<file path="src/rtl/id_ex_stage.sv">
// ID/EX pipeline register with load-use hazard detection, bubble insertion
// and two-level operand forwarding into the ALU inputs.
module id_ex_stage #(
  parameter int CNT_W = 16
) (
  input  logic             clk,
  input  logic             rst,
  input  logic             id_valid,
  input  logic [3:0]       id_aluop,
  input  logic [4:0]       id_rs,
  input  logic [4:0]       id_rt,
  input  logic [4:0]       id_rd,
  input  logic [31:0]      id_rs_data,
  input  logic [31:0]      id_rt_data,
  input  logic [31:0]      id_imm,
  input  logic             id_alusrc,
  input  logic             id_mem_read,
  input  logic             id_mem_write,
  input  logic             id_reg_write,
  input  logic             flush,
  input  logic             stall_in,
  input  logic             exm_reg_write,
  input  logic [4:0]       exm_rd,
  input  logic [31:0]      exm_result,
  input  logic             mwb_reg_write,
  input  logic [4:0]       mwb_rd,
  input  logic [31:0]      mwb_data,
  output logic [3:0]       ALUop,
  output logic [31:0]      in1,
  output logic [31:0]      in2,
  output logic             ex_valid,
  output logic [4:0]       ex_rd,
  output logic             ex_reg_write,
  output logic             ex_mem_read,
  output logic             ex_mem_write,
  output logic [31:0]      ex_store_data,
  output logic             hazard_stall,
  output logic [CNT_W-1:0] bubble_cnt
);

  logic             ex_valid_reg;
  logic [3:0]       ex_aluop_reg;
  logic [4:0]       ex_rs_reg;
  logic [4:0]       ex_rt_reg;
  logic [4:0]       ex_rd_reg;
  logic [31:0]      ex_rs_data_reg;
  logic [31:0]      ex_rt_data_reg;
  logic [31:0]      ex_imm_reg;
  logic             ex_alusrc_reg;
  logic             ex_mem_read_reg;
  logic             ex_mem_write_reg;
  logic             ex_reg_write_reg;
  logic [CNT_W-1:0] bubble_cnt_reg;

  logic             rs_match;
  logic             rt_match;

  // A load in EX whose destination feeds the instruction in ID cannot be
  // forwarded in time; rt only matters when it is actually read as in2.
  assign rs_match = (id_rs == ex_rd_reg);
  assign rt_match = !id_alusrc && (id_rt == ex_rd_reg);
  assign hazard_stall = id_valid && ex_valid_reg && ex_mem_read_reg &&
                        (ex_rd_reg != 5'd0) && (rs_match || rt_match) &&
                        !stall_in;

  always_ff @(posedge clk) begin
    if (rst) begin
      ex_valid_reg     <= 1'b0;
      ex_aluop_reg     <= 4'd0;
      ex_rs_reg        <= 5'd0;
      ex_rt_reg        <= 5'd0;
      ex_rd_reg        <= 5'd0;
      ex_rs_data_reg   <= 32'd0;
      ex_rt_data_reg   <= 32'd0;
      ex_imm_reg       <= 32'd0;
      ex_alusrc_reg    <= 1'b0;
      ex_mem_read_reg  <= 1'b0;
      ex_mem_write_reg <= 1'b0;
      ex_reg_write_reg <= 1'b0;
      bubble_cnt_reg   <= '0;
    end else if (stall_in) begin
      // Whole stage holds; nothing to assign.
    end else if (flush || hazard_stall) begin
      // Bubble: only the control bits matter, data registers are left as-is.
      ex_valid_reg     <= 1'b0;
      ex_mem_read_reg  <= 1'b0;
      ex_mem_write_reg <= 1'b0;
      ex_reg_write_reg <= 1'b0;
      if (!flush && (bubble_cnt_reg != {CNT_W{1'b1}}))
        bubble_cnt_reg <= bubble_cnt_reg + CNT_W'(1);
    end else begin
      ex_valid_reg     <= id_valid;
      ex_aluop_reg     <= id_aluop;
      ex_rs_reg        <= id_rs;
      ex_rt_reg        <= id_rt;
      ex_rd_reg        <= id_rd;
      ex_rs_data_reg   <= id_rs_data;
      ex_rt_data_reg   <= id_rt_data;
      ex_imm_reg       <= id_imm;
      ex_alusrc_reg    <= id_alusrc;
      ex_mem_read_reg  <= id_mem_read;
      ex_mem_write_reg <= id_mem_write;
      ex_reg_write_reg <= id_reg_write;
    end
  end

  // Operand 0 is rs, operand 1 is rt; EX/MEM is younger so it wins.
  logic [4:0]  src_idx [2];
  logic [31:0] src_raw [2];
  logic [31:0] src_fwd [2];

  assign src_idx[0] = ex_rs_reg;
  assign src_idx[1] = ex_rt_reg;
  assign src_raw[0] = ex_rs_data_reg;
  assign src_raw[1] = ex_rt_data_reg;

  genvar gi;
  generate
    for (gi = 0; gi < 2; gi++) begin : g_fwd
      assign src_fwd[gi] =
        (exm_reg_write && (exm_rd != 5'd0) && (exm_rd == src_idx[gi])) ? exm_result :
        (mwb_reg_write && (mwb_rd != 5'd0) && (mwb_rd == src_idx[gi])) ? mwb_data :
        src_raw[gi];
    end
  endgenerate

  assign in1           = src_fwd[0];
  assign in2           = ex_alusrc_reg ? ex_imm_reg : src_fwd[1];
  assign ex_store_data = src_fwd[1];
  assign ALUop         = ex_valid_reg ? ex_aluop_reg : 4'd0;

  assign ex_valid      = ex_valid_reg;
  assign ex_rd         = ex_rd_reg;
  assign ex_reg_write  = ex_reg_write_reg;
  assign ex_mem_read   = ex_mem_read_reg;
  assign ex_mem_write  = ex_mem_write_reg;
  assign bubble_cnt    = bubble_cnt_reg;

endmodule

</file>
<file path="config.mk">
export PLATFORM = sky130hd
export DESIGN_NAME = id_ex_stage
export DESIGN_NICKNAME = d
export VERILOG_FILES = /design/src/rtl/id_ex_stage.sv
export SDC_FILE = /design/constraint.sdc
export NUM_CORES = 1
export LEC_CHECK = 0
export BUFFER_PORTS_ARGS = -buffer_cell sky130_fd_sc_hd__buf_2
export CAP_MARGIN = 20
export CELL_PAD_IN_SITES_DETAIL_PLACEMENT = 0
export CELL_PAD_IN_SITES_GLOBAL_PLACEMENT = 2
export CORE_UTILIZATION = 32
export CTS_BUF_LIST = sky130_fd_sc_hd__clkbuf_2
export DETAILED_ROUTE_END_ITERATION = 7
export GPL_ROUTABILITY_DRIVEN = 0
export PLACE_DENSITY_LB_ADDON = 0.1
export RECOVER_POWER = 25
export SLEW_MARGIN = 0
export SYNTH_ARGS = -nofsm -noshare
export SYNTH_HDL_FRONTEND = slang
export SYNTH_SLANG_ARGS = --single-unit
</file>
<file path="constraint.sdc">
create_clock -name clk -period 6.7 [get_ports clk]
set_input_delay 0.335 -clock clk [delete_from_list [all_inputs] [get_ports clk]]
set_output_delay 0.335 -clock clk [all_outputs]
set_load 0.01 [all_outputs]
</file>
# [After elaboration in Yosys (flattened, before gate mapping)]
# Cells that the tools add are included.
[totals] ff_bits=136 input_bits=200 word_cells=56 output_inout_bits=126
[op_classes] mux=10 reduce_logical=23 n_addsub=1 n_eq_ne=7 bitwise=2
[ops] operator="$mux 32" n=5
[ops] operator="$eq 5x5->1" n=6
[ops] operator="$add 16x1->16 const B" n=1
[ops] operator="$ne 16x16->1 const B" n=1
[ops] operator="$reduce_bool 5->1" n=3
[ops] operator="$logic_and 1x1->1" n=13
[ops] operator="$mux 1" n=4
[ops] operator="$mux 4" n=1
[ops] operator="$logic_not 1->1" n=3
[ops] operator="$reduce_and 3->1" n=1
[ops] operator="$logic_or 1x1->1" n=2
[ops] operator="$not 1->1" n=2
[ops] operator="$reduce_and 2->1" n=1

# [Depth between registers and ports, before layout]
# Gate-level depths: netlist (run 1).
[depth] ltp_word=8 depth_mapped=8 mapped_depth_nobuf=6

# [Least setup slack after synthesis (run 1)]
# No wires, ideal clock.
[synth_path] path_type="input to output" from="input mwb_rd[1]" to="output in2[10]" t_required_ns=6.365 arrival_ns=2.108 path_slack_ns=4.257 stages=8 path_cell_list="or4_1 -> nor2_1 -> buf_2 -> buf_2 -> buf_2 -> o31ai_1 -> a31oi_1 -> mux2_2"
[synth_between] elab_chain_cells=6 elab_cells_between_ends=7 classes_between="eq/ne: 1; mux: 3; reduce/logical: 3"
[synth_lines] item="from (decl)" line="26" source="input logic [4:0] mwb_rd,"
[synth_lines] item="$reduce_bool 5->1" line="122" source="(mwb_reg_write && (mwb_rd != 5'd0) && (mwb_rd == src_idx[gi])) ? mwb_data :"
[synth_lines] item="$logic_and 1x1->1" line="122"
[synth_lines] item="$logic_and 1x1->1 (*)" line="122"
[synth_lines] item="$mux 32 (*)" line="122"
[synth_lines] item="$mux 32 (*)" line="121" source="(exm_reg_write && (exm_rd != 5'd0) && (exm_rd == src_idx[gi])) ? exm_result :"
[synth_lines] item="via ex_store_data[10]" line="36" source="output logic [31:0] ex_store_data,"
[synth_lines] item="$mux 32 (*)" line="128" source="assign in2 = ex_alusrc_reg ? ex_imm_reg : src_fwd[1];"
[synth_lines] item="to (decl)" line="30" source="output logic [31:0] in2,"
# The timed path passes the listed nets; every way through them passes the cells marked *.

# [Worst setup path after layout (run 1)]
[layout_path] from="register ex_rt_reg[2]" to="output in2[25]"
[layout_between] elab_chain_cells=5 elab_cells_between_ends=7 classes_between="eq/ne: 2; mux: 3; reduce/logical: 2"
[layout_lines] item="from (decl)" line="44" source="logic [4:0] ex_rt_reg;"
[layout_lines] item="from (signal assigned)" line="95" source="ex_rt_reg <= id_rt;"
[layout_lines] item="$eq 5x5->1" line="122"
[layout_lines] item="$logic_and 1x1->1" line="122"
[layout_lines] item="$mux 32" line="122"
[layout_lines] item="$mux 32 (*)" line="121"
[layout_lines] item="$mux 32 (*)" line="128"
# Every way passes the cells marked *; elsewhere a longest branch is shown, timed or not.

==> results of run 1 <==
==> synth_stat cells (2+ instances only) <==
cell type  instances
buf_6              3
nand3_1            7
nor2_1            50
and2_1             4
mux2_1             6
a21oi_1           36
xnor2_1           23
nor3_1            36
o21ai_0            3
mux2_2            38
xor2_1             7
a32oi_1          116
nor4_1             2
clkbuf_1         145
buf_2             13
or4_1              7
o311ai_0         116
a31oi_1           32
nor4b_2            2
or4b_2            33
buf_1              3
nand2_1          243
o31ai_1           33
nor4_2             4
a22o_1             4
or3_1              3
nor3b_1          117
mux2i_1           33
nand4_1            9
nor2b_1           13
dfxtp_1          136
==> power breakdown <==
group	total, mW	switching [mW]	internal [mW]
registers	0.961	0.0870	0.874
clock network	0.564	0.327	0.237
logic	0.633	0.355	0.278
==> cells by family (layout without fill, tap and decap cells) <==
family	count (synthesis)	in the layout
AOI/OAI and AO/OA	345	345
muxes	77	77
and+or+nand+nor	540	540
buffers and inverters	166	473
other	0	8
xor gates and xnor gates	30	30
DFF	136	136
adders and majority gates	1	1
==> layout make-up <==
type,instances,area (µm²),share of cell area [%]
Clock buffer,18,90.09,0.6875
Antenna cell,8,20.02,0.1528
Inverter,2,12.51,0.09549
Tap cell,402,503.0,3.839
Multi-Input combinational cell,993,6848,52.26
Timing Repair Buffer,441,2746,20.96
Sequential cell,136,2724,20.79
Clock inverter,12,158.9,1.213
==> worst reg2reg max path, stage by stage, from the launching register on <==
cell	delay (ps)
dfxtp_1	640
nand4b_1	240
a21o_1	520
buf_12	410
or4b_2	850
nor3_1	210
mux2_2	360
==> timing repair <==
| item | in CTS | in global routing |
|---|---|---|
| hold endpoints to repair | 96 | 1 |
| endpoints found under the setup margin | 0 | 0 |
| gates resized for setup | 0 | 0 |
| hold buffers | 100 | 1 |
==> through the flow <==
step / cell area, µm² / cells / power, mW / util [%]
finish: 13100 / 2012 / 2.157 / 41.63
detailed placement: 11870 / 1873 / 1.561 / 37.72
CTS: 13120 / 2003 / 2.179 / 41.69
floorplan: 10210 / 1295 / 1.292 / -
global placement: 11870 / 1873 / 1.555 / 37.72
global route: 13100 / 2012 / 2.277 / 41.63
==> per-layer routing <==
metal	vias to the layer above	part of all wire, %
met2	419	48
met1	5751	45
met4	4	1.7
li1	5645	-
met3	43	5.4
met5	-	0.061
==> worst min path at each step <==
stage	slack (ps)	endpoint	cells past startpoint	from
finish	60	ex_rt_data_reg[11]	4	id_rt_data[11]
global route	2	ex_rs_data_reg[18]	4	id_rs_data[18]
CTS	0.1	ex_rt_data_reg[11]	4	id_rt_data[11]
detailed placement	450	ex_reg_write	1	ex_reg_write
global placement	460	ex_mem_write	1	ex_mem_write
floorplan	470	ex_mem_write	1	id_mem_write
==> out/summary.txt, run 1 <==
CTS root buffer: clkbuf_2
largest family of logic cells by synthesized area: simple AND/OR/NAND/NOR gates
commonest non-fill, non-tap cells in the layout: 296 x buf_2, 243 x nand2_1, 135 x dfxtp_1
vias in the first global route: 10920
xor/xnor share of the synthesized area: 2.574%
EDFF count, synth: 0
DRC: 0
via/cell ratio: 5.896
status: complete, no violations
critical path's slowest cell: or4b_2
WHS: 59.41 ps
syn_nets: 1496
clock tree buffer depth: 2
DP Worst Slack: 3218 ps
Pre-antenna DRT Iters: 5
simple-gate portion of the synthesized area: 29.00%
worst path cell trace: xnor2_1, nand4_1, buf_4, or4b_2, a31oi_1, mux2_2, buf_2
Setup Crit Path Kind: reg -> out
kind of cell adding the most delay to the critical path: simple AND/OR/NAND/NOR gates
final-report hold violation count: 0
H-tree depth: 4
Total Negative Setup Slacks: 0 ps
CTS Buf Count: 17
clk_lat worst skew: 720 ps
Setup crit end: in2[25]
post-synthesis adder-cell area fraction: 0.1226%
Final Setup Violations: 0
Slew @ Worst Pin: 1005 ps
overall die area: 0.03262 mm²
# nets final: 1792
Wirelength per Cell: 21.83 µm
commonest non-fill, non-tap cell in the layout: buf_2
CP bufs+invs: 2
Achievable Freq: 268.8 MHz
Worst Hold Class: in -> reg
maximum fanout along the worst path: 64
Seq/Total Area, Yosys: 26.67%
die height: 180.6 µm
clock transition at the registers of the reported paths: 230 ps
mux cell area share after synthesis: 8.090%
Final HPWL DP: 29370 µm
fill count: 3351
first-pass GRT wire length: 66430 µm
R2R cell count: 6
largest net degree at the start of global routing: 212
Mapped Area: 0.01021 mm²
unique cell type count in the Yosys netlist: 49
post-synthesis compound-gate area fraction: 27.05%
Max Slew Vio Count: 0
wirelength, routed: 43920 µm
Ys Warns: 0
Synth area leaders: dfxtp_1 27%, a32oi_1 10%, o311ai_0 10%
# port buffers: 325
CP max stage delay: 690 ps
CTS Sinks: 136
Startpoint Class: flip-flop
# Post-CTS Setup Buffers: 0
Yosys reg bits: 136
GR Util met1: 33.87%
Initial Util: 32.43%
busiest grt layer: met2
Setup Skew: 31.28 ps
Worst R2R End: bubble_cnt[15]
Critical Path Start: ex_rt_reg[2]
Final Critical Period: 3720 ps
Top Ports: 326
Worst setup EP type: primary output
RSZ-0062 raised after global routing: false
Die X: 180.6 µm
Initial DRC Count: 1082
Remaining Overflow, GRT: 0
CP arrival: 3380 ps
vias: 11862
GRT Overall Usage: 25.95%
PD cells: 164.6 mW/mm²
reg2reg start: ex_valid
Final period util: 55.52%
initial antenna violation count: 10
cell leakage power: 4.500 nW
final setup margin: 2980 ps
Core Footprint: 0.03147 mm²
data required time of the worst path: 6360 ps
Top FF cell, synth: dfxtp_1
asr flop ratio synth: 0%
post-synthesis instance total: 1295
grt met2 use: 43.94%
# rows: 65
Yosys top cell area share: 26.67%
post-synth top area cell: dfxtp_1
Synth-to-Final Area Change: 28.37%
Detail Route Antenna Nets: 0
met3 Use GR: 4.386%
CTS tree: yes
worst reg2reg setup slack: 3390 ps
layout cells sized above 1: 26.59%
Peak VDD IR: 0.09082 mV
Crit path depth: 7
Slew Limit Headroom: 33.02%
syn_area_per_cell: 7.882 µm²
maxcap violations: 0
Note: power is estimated with default switching activity, not from simulation.
==> run 2: changes to the inputs <==
--- a/config.mk
+++ b/config.mk
@@ -9,7 +9,7 @@
 export CAP_MARGIN = 20
 export CELL_PAD_IN_SITES_DETAIL_PLACEMENT = 0
 export CELL_PAD_IN_SITES_GLOBAL_PLACEMENT = 2
-export CORE_UTILIZATION = 32
+export CORE_UTILIZATION = 30
 export CTS_BUF_LIST = sky130_fd_sc_hd__clkbuf_2
 export DETAILED_ROUTE_END_ITERATION = 7
 export GPL_ROUTABILITY_DRIVEN = 0
==> constraint.sdc (replaced) <==
create_clock -name clk -period 3.48 [get_ports clk]
set_input_delay 0.174 -clock clk [delete_from_list [all_inputs] [get_ports clk]]
set_output_delay 0.174 -clock clk [all_outputs]
set_load 0.01 [all_outputs]
==> run 2 against run 1 <==
Combinational power up 110%. Largest power group unchanged. Sequential power up 93%. Critical path depth unchanged. Worst hold slack better by 300 ps. Setup slack worse by 2800 ps. Clock skew up 7.5 ps.
==> out/summary.txt, run 2 (synthesized netlist as in run 1, its figures left out) <==
status: complete, no violations
CP arrival: 3140 ps
final setup margin: 163.6 ps
DRC: 0
Setup Crit Path Kind: reg -> out
CTS tree: yes
maxcap violations: 0
Final Critical Period: 3316 ps
# rows: 67
Top Ports: 326
Final period util: 95.30%
Synth-to-Final Area Change: 33.88%
Slew Limit Headroom: 30.80%
commonest non-fill, non-tap cell in the layout: buf_2
Total Negative Setup Slacks: 0 ps
Final HPWL DP: 30880 µm
maximum fanout along the worst path: 64
clock transition at the registers of the reported paths: 230 ps
Slew @ Worst Pin: 1038 ps
design area: 0.01367 mm²
CTS Sinks: 136
vias: 11922
layout cells sized above 1: 26.69%
initial antenna violation count: 9
Initial DRC Count: 822
CTS Buf Count: 17
GRT Overall Usage: 25.67%
clock tree buffer depth: 2
DP Area: 0.01208 mm²
largest net degree at the start of global routing: 151
final-report hold violation count: 0
Layout Utilization: 40.75%
overall die area: 0.03477 mm²
CTS root buffer: clkbuf_2
Achievable Freq: 301.5 MHz
H-tree depth: 4
fill count: 3569
PD cells: 308.2 mW/mm²
Startpoint Class: flip-flop
Worst Hold Class: in -> reg
cell leakage power: 4.740 nW
top layer in use: met5
first-pass GRT wire length: 69930 µm
Max Slew Vio Count: 0
commonest non-fill, non-tap cells in the layout: 298 x buf_2, 243 x nand2_1, 133 x dlygate4sd3_1
met3 wire length: 2304 µm
Worst setup EP type: primary output
data required time of the worst path: 3310 ps
Wirelength per Cell: 21.70 µm
Core Footprint: 0.03353 mm²
DP Worst Slack: 656.2 ps
worst reg2reg setup slack: 450 ps
die height: 186.5 µm
vias in the first global route: 11405
met1 WL: 20680 µm
Setup Skew: 38.82 ps
WHS: 356.7 ps
Final Setup Violations: 0
Detail Route Antenna Nets: 0
# port buffers: 325
Peak VDD IR: 0.2075 mV
Remaining Overflow, GRT: 0
# nets final: 1833
Pre-antenna DRT Iters: 5
Routed met2 length: 21000 µm
clk_lat worst skew: 790 ps
wirelength, routed: 45590 µm
Initial Util: 30.44%
RSZ-0062 raised after global routing: false
via/cell ratio: 5.674
Die X: 186.5 µm
## run 2: changes by cell type in the layout (fill, tap and decap cells not counted), moves of 3 or more
cell and delta:
nor4_1 +4, buf_12 +10, a31oi_1 -3, a31oi_2 +3
nor4b_1 +3, nor4_2 -3, buf_4 -3, dlygate4sd3_1 +32
dfxtp_1 -3
## run 2: path summary, 6_finish.rpt
kind | start | end | cells after the start
max | ex_rt_reg[3] | in2[22] | 7
min | id_imm[9] | ex_imm_reg[9] | 5
max reg2reg | ex_rd[0] | ex_rt_data_reg[11] | 4
min reg2reg | bubble_cnt[9] | bubble_cnt[9] | 2
## run 2: metal layers
layer | track usage (%) | vias up
met5 | 0 | -
met4 | 11.32 | 2
met3 | 4.608 | 67
met2 | 40.07 | 394
met1 | 34.47 | 5729
li1 | - | 5730
## run 2: final cells by class
class | count | area [µm²] | share of cell area, %
Multi-Input combinational cell | 994 | 6853 | 50.15
Timing Repair Buffer | 481 | 3254 | 23.81
Sequential cell | 136 | 2733 | 20.00
Tap cell | 448 | 560.5 | 4.102
Clock inverter | 12 | 132.6 | 0.9705
Clock buffer | 20 | 100.1 | 0.7325
Antenna cell | 8 | 20.02 | 0.1465
Inverter | 2 | 12.51 | 0.09156
## run 2: critical path, stage by stage (launching register included)
cell     delay [ps]
dfxtp_1         450
xnor2_1         150
nand4_1         170
buf_12          240
or4b_2          620
a31oi_1         360
mux2_2          230
buf_2           130
## run 2: through the flow
| stage | std cells | power, mW |
|---|---|---|
| 4_1_cts | 2090 | 4.247 |
| 5_1_grt | 2099 | 4.443 |
| 2_1_floorplan | 1295 | 2.488 |
| 3_3_place_gp | 1924 | 3.022 |
| 6_report | 2101 | 4.212 |
| 3_5_place_dp | 1924 | 3.033 |
## run 2: repair_timing
item                       CTS  global route
hold buffers               133             0
hold endpoints to repair   136             0
resized for setup            6             9
buffers inserted             0             3
gates cloned                 1             0
setup endpoints to repair   35            38
pin swaps                    3             2
## run 2: power breakdown
| group | total [mW] | internal, mW | switching, mW |
|---|---|---|---|
| logic | 1.30 | 0.595 | 0.710 |
| registers | 1.85 | 1.68 | 0.171 |
| clock network | 1.05 | 0.395 | 0.659 |
| total | 4.21 | 2.67 | 1.54 |
